===== src/rtl/uart_cmd_pkg.sv =====
// Shared types and byte constants for the UART command parser.
package uart_cmd_pkg;

    typedef enum logic [2:0] {
        HUNT_AA,
        HUNT_55,
        CMD,
        ADDR_HI,
        ADDR_LO,
        LEN,
        DATA
    } state_t;

    localparam logic [7:0] SYNC0     = 8'hAA;
    localparam logic [7:0] SYNC1     = 8'h55;
    localparam logic [7:0] CMD_READ  = 8'h01;
    localparam logic [7:0] CMD_WRITE = 8'h02;
    localparam logic [7:0] RESP_ACK  = 8'h06;
    localparam logic [7:0] RESP_NAK  = 8'h15;

endpackage


===== src/rtl/cmd_fifo.sv =====
// Synchronous payload FIFO with full/empty flags; push and pop may share a
// cycle even when full. Head entry reads as zero while empty.
module cmd_fifo #(
    parameter int DEPTH = 16,
    parameter int WIDTH = 24
) (
    input  logic             clk,
    input  logic             n_reset,
    input  logic             push,
    input  logic [WIDTH-1:0] push_data,
    input  logic             pop,
    output logic [WIDTH-1:0] pop_data,
    output logic             full,
    output logic             empty
);

    localparam int AW = $clog2(DEPTH);

    logic [WIDTH-1:0] mem [DEPTH];
    logic [AW:0]      wr_ptr;
    logic [AW:0]      rd_ptr;
    logic             do_push;
    logic             do_pop;

    assign empty    = (wr_ptr == rd_ptr);
    assign full     = (wr_ptr[AW] != rd_ptr[AW]) && (wr_ptr[AW-1:0] == rd_ptr[AW-1:0]);
    assign do_pop   = pop && !empty;
    assign do_push  = push && (!full || do_pop);
    assign pop_data = empty ? '0 : mem[rd_ptr[AW-1:0]];

    always_ff @(posedge clk or negedge n_reset) begin
        if (!n_reset) begin
            wr_ptr <= '0;
            rd_ptr <= '0;
        end else begin
            if (do_push) wr_ptr <= wr_ptr + 1'b1;
            if (do_pop)  rd_ptr <= rd_ptr + 1'b1;
        end
    end

    // NOTE: storage has no reset; the pointers alone define validity, and
    // pop_data is masked while empty so stale contents never leak out.
    always_ff @(posedge clk) begin
        if (do_push) mem[wr_ptr[AW-1:0]] <= push_data;
    end

endmodule


===== src/rtl/uart_cmd_parser.sv =====
// Sync hunt, header decode and payload buffering between the host UART and
// the ROM write engine, with single-byte ACK/NAK responses.
module uart_cmd_parser
    import uart_cmd_pkg::*;
#(
    parameter int FIFO_DEPTH = 16,
    parameter int TIMEOUT    = 100000
) (
    input  logic        clk,
    input  logic        n_reset,
    input  logic [7:0]  rx_data,
    input  logic        rx_ready,
    output logic        cmd_valid,
    output logic [7:0]  cmd_code,
    output logic [15:0] cmd_addr,
    output logic [8:0]  cmd_len,
    output logic        wr_valid,
    input  logic        wr_ready,
    output logic [7:0]  wr_data,
    output logic [15:0] wr_addr,
    output logic        resp_valid,
    input  logic        resp_ready,
    output logic [7:0]  resp_data,
    output logic        error
);

    localparam int             TW          = $clog2(TIMEOUT + 1);
    localparam logic [TW-1:0]  TIMEOUT_VAL = TW'(TIMEOUT);

    state_t        state;
    state_t        state_next;
    logic [TW-1:0] timer;
    logic [7:0]    hdr_code;
    logic [15:0]   hdr_addr;
    logic [15:0]   cur_addr;
    logic [8:0]    remaining;
    logic [8:0]    len_val;
    logic          push, pop, ack, nak;
    logic          cap_code, cap_hi, cap_lo, hdr_done;
    logic          timeout_hit;
    logic          fifo_full, fifo_empty;
    logic [23:0]   fifo_out;

    assign len_val     = (rx_data == 8'h00) ? 9'd256 : {1'b0, rx_data};
    assign wr_valid    = !fifo_empty;
    assign pop         = wr_valid && wr_ready;
    assign wr_addr     = fifo_out[23:8];
    assign wr_data     = fifo_out[7:0];
    assign timeout_hit = (state != HUNT_AA) && !rx_ready && (timer == TIMEOUT_VAL);

    // NOTE: non-blocking assignments for all registered state so every
    // flop samples pre-edge values regardless of block ordering.
    always_ff @(posedge clk or negedge n_reset) begin
        if (!n_reset) state <= HUNT_AA;
        else          state <= state_next;
    end

    // NOTE: every output of this block gets a default first so no latch is inferred.
    always_comb begin
        state_next = state;
        push       = 1'b0;
        ack        = 1'b0;
        nak        = 1'b0;
        cap_code   = 1'b0;
        cap_hi     = 1'b0;
        cap_lo     = 1'b0;
        hdr_done   = 1'b0;
        if (timeout_hit) begin
            nak        = 1'b1;
            state_next = HUNT_AA;
        end else if (rx_ready) begin
            unique case (state)
                HUNT_AA: if (rx_data == SYNC0) state_next = HUNT_55;
                HUNT_55: begin
                    if (rx_data == SYNC1)      state_next = CMD;
                    else if (rx_data != SYNC0) state_next = HUNT_AA;
                end
                CMD: begin
                    if (rx_data == CMD_READ || rx_data == CMD_WRITE) begin
                        cap_code   = 1'b1;
                        state_next = ADDR_HI;
                    end else begin
                        nak        = 1'b1;
                        state_next = HUNT_AA;
                    end
                end
                ADDR_HI: begin
                    cap_hi     = 1'b1;
                    state_next = ADDR_LO;
                end
                ADDR_LO: begin
                    cap_lo     = 1'b1;
                    state_next = LEN;
                end
                LEN: begin
                    hdr_done = 1'b1;
                    if (hdr_code == CMD_READ) begin
                        ack        = 1'b1;
                        state_next = HUNT_AA;
                    end else begin
                        state_next = DATA;
                    end
                end
                DATA: begin
                    // A full FIFO only has room if the head leaves this same cycle.
                    if (fifo_full && !pop) begin
                        nak        = 1'b1;
                        state_next = HUNT_AA;
                    end else begin
                        push = 1'b1;
                        if (remaining == 9'd1) begin
                            ack        = 1'b1;
                            state_next = HUNT_AA;
                        end
                    end
                end
                default: state_next = HUNT_AA;
            endcase
        end
    end

    always_ff @(posedge clk or negedge n_reset) begin
        if (!n_reset) begin
            timer <= '0;
        end else if (rx_ready || state == HUNT_AA) begin
            timer <= '0;
        end else begin
            timer <= timer + TW'(1);
        end
    end

    always_ff @(posedge clk or negedge n_reset) begin
        if (!n_reset) begin
            cmd_valid  <= 1'b0;
            cmd_code   <= '0;
            cmd_addr   <= '0;
            cmd_len    <= '0;
            hdr_code   <= '0;
            hdr_addr   <= '0;
            cur_addr   <= '0;
            remaining  <= '0;
            resp_valid <= 1'b0;
            resp_data  <= '0;
            error      <= 1'b0;
        end else begin
            cmd_valid <= hdr_done;
            error     <= nak;
            if (cap_code) hdr_code        <= rx_data;
            if (cap_hi)   hdr_addr[15:8]  <= rx_data;
            if (cap_lo)   hdr_addr[7:0]   <= rx_data;
            if (hdr_done) begin
                cmd_code  <= hdr_code;
                cmd_addr  <= hdr_addr;
                cmd_len   <= len_val;
                cur_addr  <= hdr_addr;
                remaining <= len_val;
            end
            if (push) begin
                cur_addr  <= cur_addr + 16'd1;
                remaining <= remaining - 9'd1;
            end
            // A fresh response overwrites a pending one.
            if (ack || nak) begin
                resp_valid <= 1'b1;
                resp_data  <= ack ? RESP_ACK : RESP_NAK;
            end else if (resp_valid && resp_ready) begin
                resp_valid <= 1'b0;
            end
        end
    end

    cmd_fifo #(
        .DEPTH (FIFO_DEPTH),
        .WIDTH (24)
    ) u_fifo (
        .clk       (clk),
        .n_reset   (n_reset),
        .push      (push),
        .push_data ({cur_addr, rx_data}),
        .pop       (pop),
        .pop_data  (fifo_out),
        .full      (fifo_full),
        .empty     (fifo_empty)
    );

endmodule


===== config.mk =====
export PLATFORM = sky130hd
export DESIGN_NAME = uart_cmd_parser
export DESIGN_NICKNAME = d
export VERILOG_FILES = /design/src/rtl/uart_cmd_pkg.sv /design/src/rtl/cmd_fifo.sv /design/src/rtl/uart_cmd_parser.sv
export SDC_FILE = /design/constraint.sdc
export NUM_CORES = 1
export LEC_CHECK = 0
export ABC_AREA = 1
export CORE_ASPECT_RATIO = 1.4
export CORE_MARGIN = 10
export CORE_UTILIZATION = 60
export CTS_CLUSTER_DIAMETER = 100
export DETAILED_ROUTE_END_ITERATION = 12
export HOLD_SLACK_MARGIN = 0.15
export PLACE_DENSITY = 0.79
export RECOVER_POWER = 25
export SKIP_LAST_GASP = 1
export SYNTH_ARGS = -nofsm -noshare
export SYNTH_HDL_FRONTEND = slang
export SYNTH_HIERARCHICAL = 1
export SYNTH_SLANG_ARGS = --single-unit

===== constraint.sdc =====
create_clock -name clk -period 4.08 [get_ports clk]
set_input_delay 1.02 -clock clk [delete_from_list [all_inputs] [get_ports clk]]
set_output_delay 1.02 -clock clk [all_outputs]
set_load 0.05 [all_outputs]

==> reports/qor.yml <==
status:
  status: "finished with violations"
  violations: "max-capacitance violations, max-slew violations"
timing:
  post-route-min-period_ns: 3.94
  setup_viol: 0
  slew_headroom_pct: -6.93
  finalMaxSlewViolations: 63
  fmax_mhz: 254
  setup_tns_ns: 0
  setup_slack_ns: 0.136
  finalHoldViolCount: 0
  finClkSkew_ns: 0.0260
  tightestPinTransition_ns: 1.60
  finalCritPeriodShare_pct: 96.7
  grt_setup_unrepaired: "true"
synth:
  yosysWarnings: 6
  synthAdderAreaFrac_pct: 0.555
  synthFlopType: "edfxtp_1"
  synth_top_family_by_area: "simple AND/OR/NAND/NOR gates"
  synthArstFlopShare_pct: 23.5
  yosys.area_share.simple_pct: 23.2
  synth_cells: 2384
  synth_mux_area_share_pct: 0
  synth.cell_area_um2: 22600
  synth-xor-area-share_pct: 0.660
  avgSynthCellArea_um2: 9.46
  ys_seq_area_share_pct: 64.2
  ys_ff_latch: 502
  synth_edf_count: 384
  synth_compound_area_share_pct: 2.81
  synth_cell_types: 41
cts:
  clk_pin_slew_worst_paths_ns: 0.06
  htreeDepth: 2
  insertion_delay_ns: 0.57
  cts_tree: "built"
  numCtsBuffers: 45
  post_cts_buffers: 0
  cts_resized: 0
  cts_sinks: 502
  cts_root_buffer: "clkbuf_16"
  cts_hold_buf: 0
  clockBufferDepth: 3
grt:
  grt_use_total_pct: 24.5
  gr-max-usage-layer: "met2"
  grt_pass1_wl_um: 88400
  grt_remaining_overflow: 0
  grt_max_degree: 103
  use_met3_pct: 3.93
  gr-usage-met1_pct: 28.9
  antenna_found_initial: 0
  first_global_vias: 16500
  met2_usage_pct: 42.4
floorplan:
  initial_core_util_pct: 60.5
  rows: 84
  io_pins: 82
  fp.dieArea_um2: 45900
  die_h_um: 249
  die_w_um: 184
  core-area_um2: 37300
place:
  port_buffers: 77
  place_congestion: 0.949
  place.detailed.hpwl_um: 35500
  pre_cts_slack_ns: 0.630
  postPlaceCellArea_um2: 24100
final_layout:
  area_growth_pct: 13.3
  drive_gt1_share_pct: 7.89
  nNetsFinal: 2484
  n_antenna_cell: 0
  finish.utilization_pct: 68.5
  final_common_cell: "nand2_1"
  final_cell_mix: "899 x nand2_1, 384 x edfxtp_1, 348 x inv_1"
  postLayoutCellArea_um2: 25500
detailed_routing:
  drc: 0
  first_pass_iters: 7
  vias: 16400
  wl_per_cell_um: 18.9
  routed_via_density: 5.53
  drt_iter0_drc: 1621
  drt_wl_total_um: 56200
  antenna_left: 0
setup_path:
  worstSetupPathType: "flip-flop to output port"
  r2r_setup_slack_ns: 0.57
  worst-path-max-fanout: 96
  critPathCaptureType: "output port"
  crit_end: "wr_data[6]"
  critPathLaunch: "u_fifo/rd_ptr[1]$_DFFE_PN0P_"
  ff2ff_path_depth: 16
  startpoint_type: "flip-flop"
  reg2reg_from: "u_fifo/rd_ptr[0]$_DFFE_PN0P_"
  crit_required_ns: 3.06
  timing.rr.end: "u_fifo/mem[10][3]$_DFFE_PP_"
  cp.arrival_ns: 2.92
pwr:
  p_per_area_nw_per_um2: 390
  ir_drop_v: 0.000449
  leakagePower_nw: 11.3
job:
  maxCapViolCount: 1
worst_hold_path:
  min_path_type: "flip-flop to flip-flop"
  min_from: "hdr_code[2]$_DFFE_PN0P_"
final cells by class:
class	count	area, um^2
Sequential cell	502	14500
Fill cell	2658	11800
Multi-Input combinational cell	1419	6210
Timing Repair Buffer	131	1460
Inverter	362	1360
Clock buffer	60	1250
Tap cell	473	592
Clock inverter	23	174
how the worst min path moves through the flow:
stage	cells past startpoint	end	slack, ns
detailed placement	2	hdr_code[2]$_DFFE_PN0P_	0.45
global route	2	hdr_code[2]$_DFFE_PN0P_	0.49
floorplan	2	hdr_code[2]$_DFFE_PN0P_	0.44
CTS	2	hdr_code[2]$_DFFE_PN0P_	0.47
finish	2	hdr_code[2]$_DFFE_PN0P_	0.47
global placement	2	hdr_code[3]$_DFFE_PN0P_	0.45
synthesized netlist by cell type (2+ instances only):
master | instances | share of area, %
nand2_1 | 899 | 15
edfxtp_1 | 384 | 51
inv_1 | 348 | 5.8
nand3_1 | 251 | 5.6
dfrtp_1 | 118 | 13
nor2_1 | 76 | 1.3
o21ai_0 | 52 | 1.2
buf_2 | 51 | 1.1
a21oi_1 | 37 | 0.82
buf_4 | 22 | 0.73
clkbuf_1 | 20 | 0.33
inv_2 | 14 | 0.23
nand4_1 | 14 | 0.39
xor2_1 | 13 | 0.50
nor3_1 | 11 | 0.24
ha_1 | 10 | 0.55
o21ai_1 | 9 | 0.20
buf_1 | 8 | 0.13
nand2_2 | 6 | 0.17
o211ai_1 | 6 | 0.20
nor2_2 | 4 | 0.11
xnor2_1 | 4 | 0.16
buf_6 | 3 | 0.15
nor2_4 | 3 | 0.15
o21bai_1 | 3 | 0.10
nand3_2 | 2 | 0.089
o221ai_1 | 2 | 0.078
power breakdown:
| part | internal, mW | switching [mW] | leakage [nW] | total (mW) |
|---|---|---|---|---|
| clock network | 2.30 | 1.82 | 0.700 | 4.12 |
| logic | 0.0767 | 0.198 | 5.67 | 0.275 |
| registers | 5.52 | 0.0596 | 4.93 | 5.58 |
| total | 7.89 | 2.08 | 11.3 | 9.97 |
per-layer routing:
metal,vias up,wire length [um]
met3,180,4090
met4,0,2660
met5,-,0
met2,757,28700
met1,7754,20700
li1,7734,-
per-stage QoR:
step | hold slack [ns] | cells | power, mW
after global placement | 0.451 | 2887 | 5.95
after CTS | 0.469 | 2970 | 10.0
after floorplan | 0.436 | 2387 | 5.82
after global routing | 0.490 | 2970 | 10.2
after detailed placement | 0.451 | 2887 | 5.96
final | 0.470 | 2970 | 9.97
logic make-up after synthesis:
| group | Yosys count |
|---|---|
| simple gates | 1272 |
| flops | 502 |
| buf+inv | 466 |
| compound gates | 116 |
| xor+xnor | 17 |
| fa+ha+maj | 10 |
| other cells | 1 |
state kept, by name (all words and copies together) (netlist names), 5 cells and up:
| signal | flops |
|---|---|
| timer | 17 |
| hdr_addr | 16 |
| cmd_code | 8 |
| u_fifo/wr_ptr | 5 |
| hdr_code | 8 |
| u_fifo/mem | 384 |
| cmd_len | 9 |
| remaining | 9 |
| u_fifo/rd_ptr | 5 |
| cmd_addr | 16 |
| cur_addr | 16 |
worst max-delay path, cell delays in order (launching register included):
cell     delay (ns)
dfrtp_4        0.65
inv_2          0.14
buf_12         0.41
nand3_1        0.14
nand2_1        0.08
nand2_1        0.05
nand2_1        0.12
inv_1          0.05
a21oi_1        0.48
buf_12         0.22
Power figures use the tool's default switching activity.
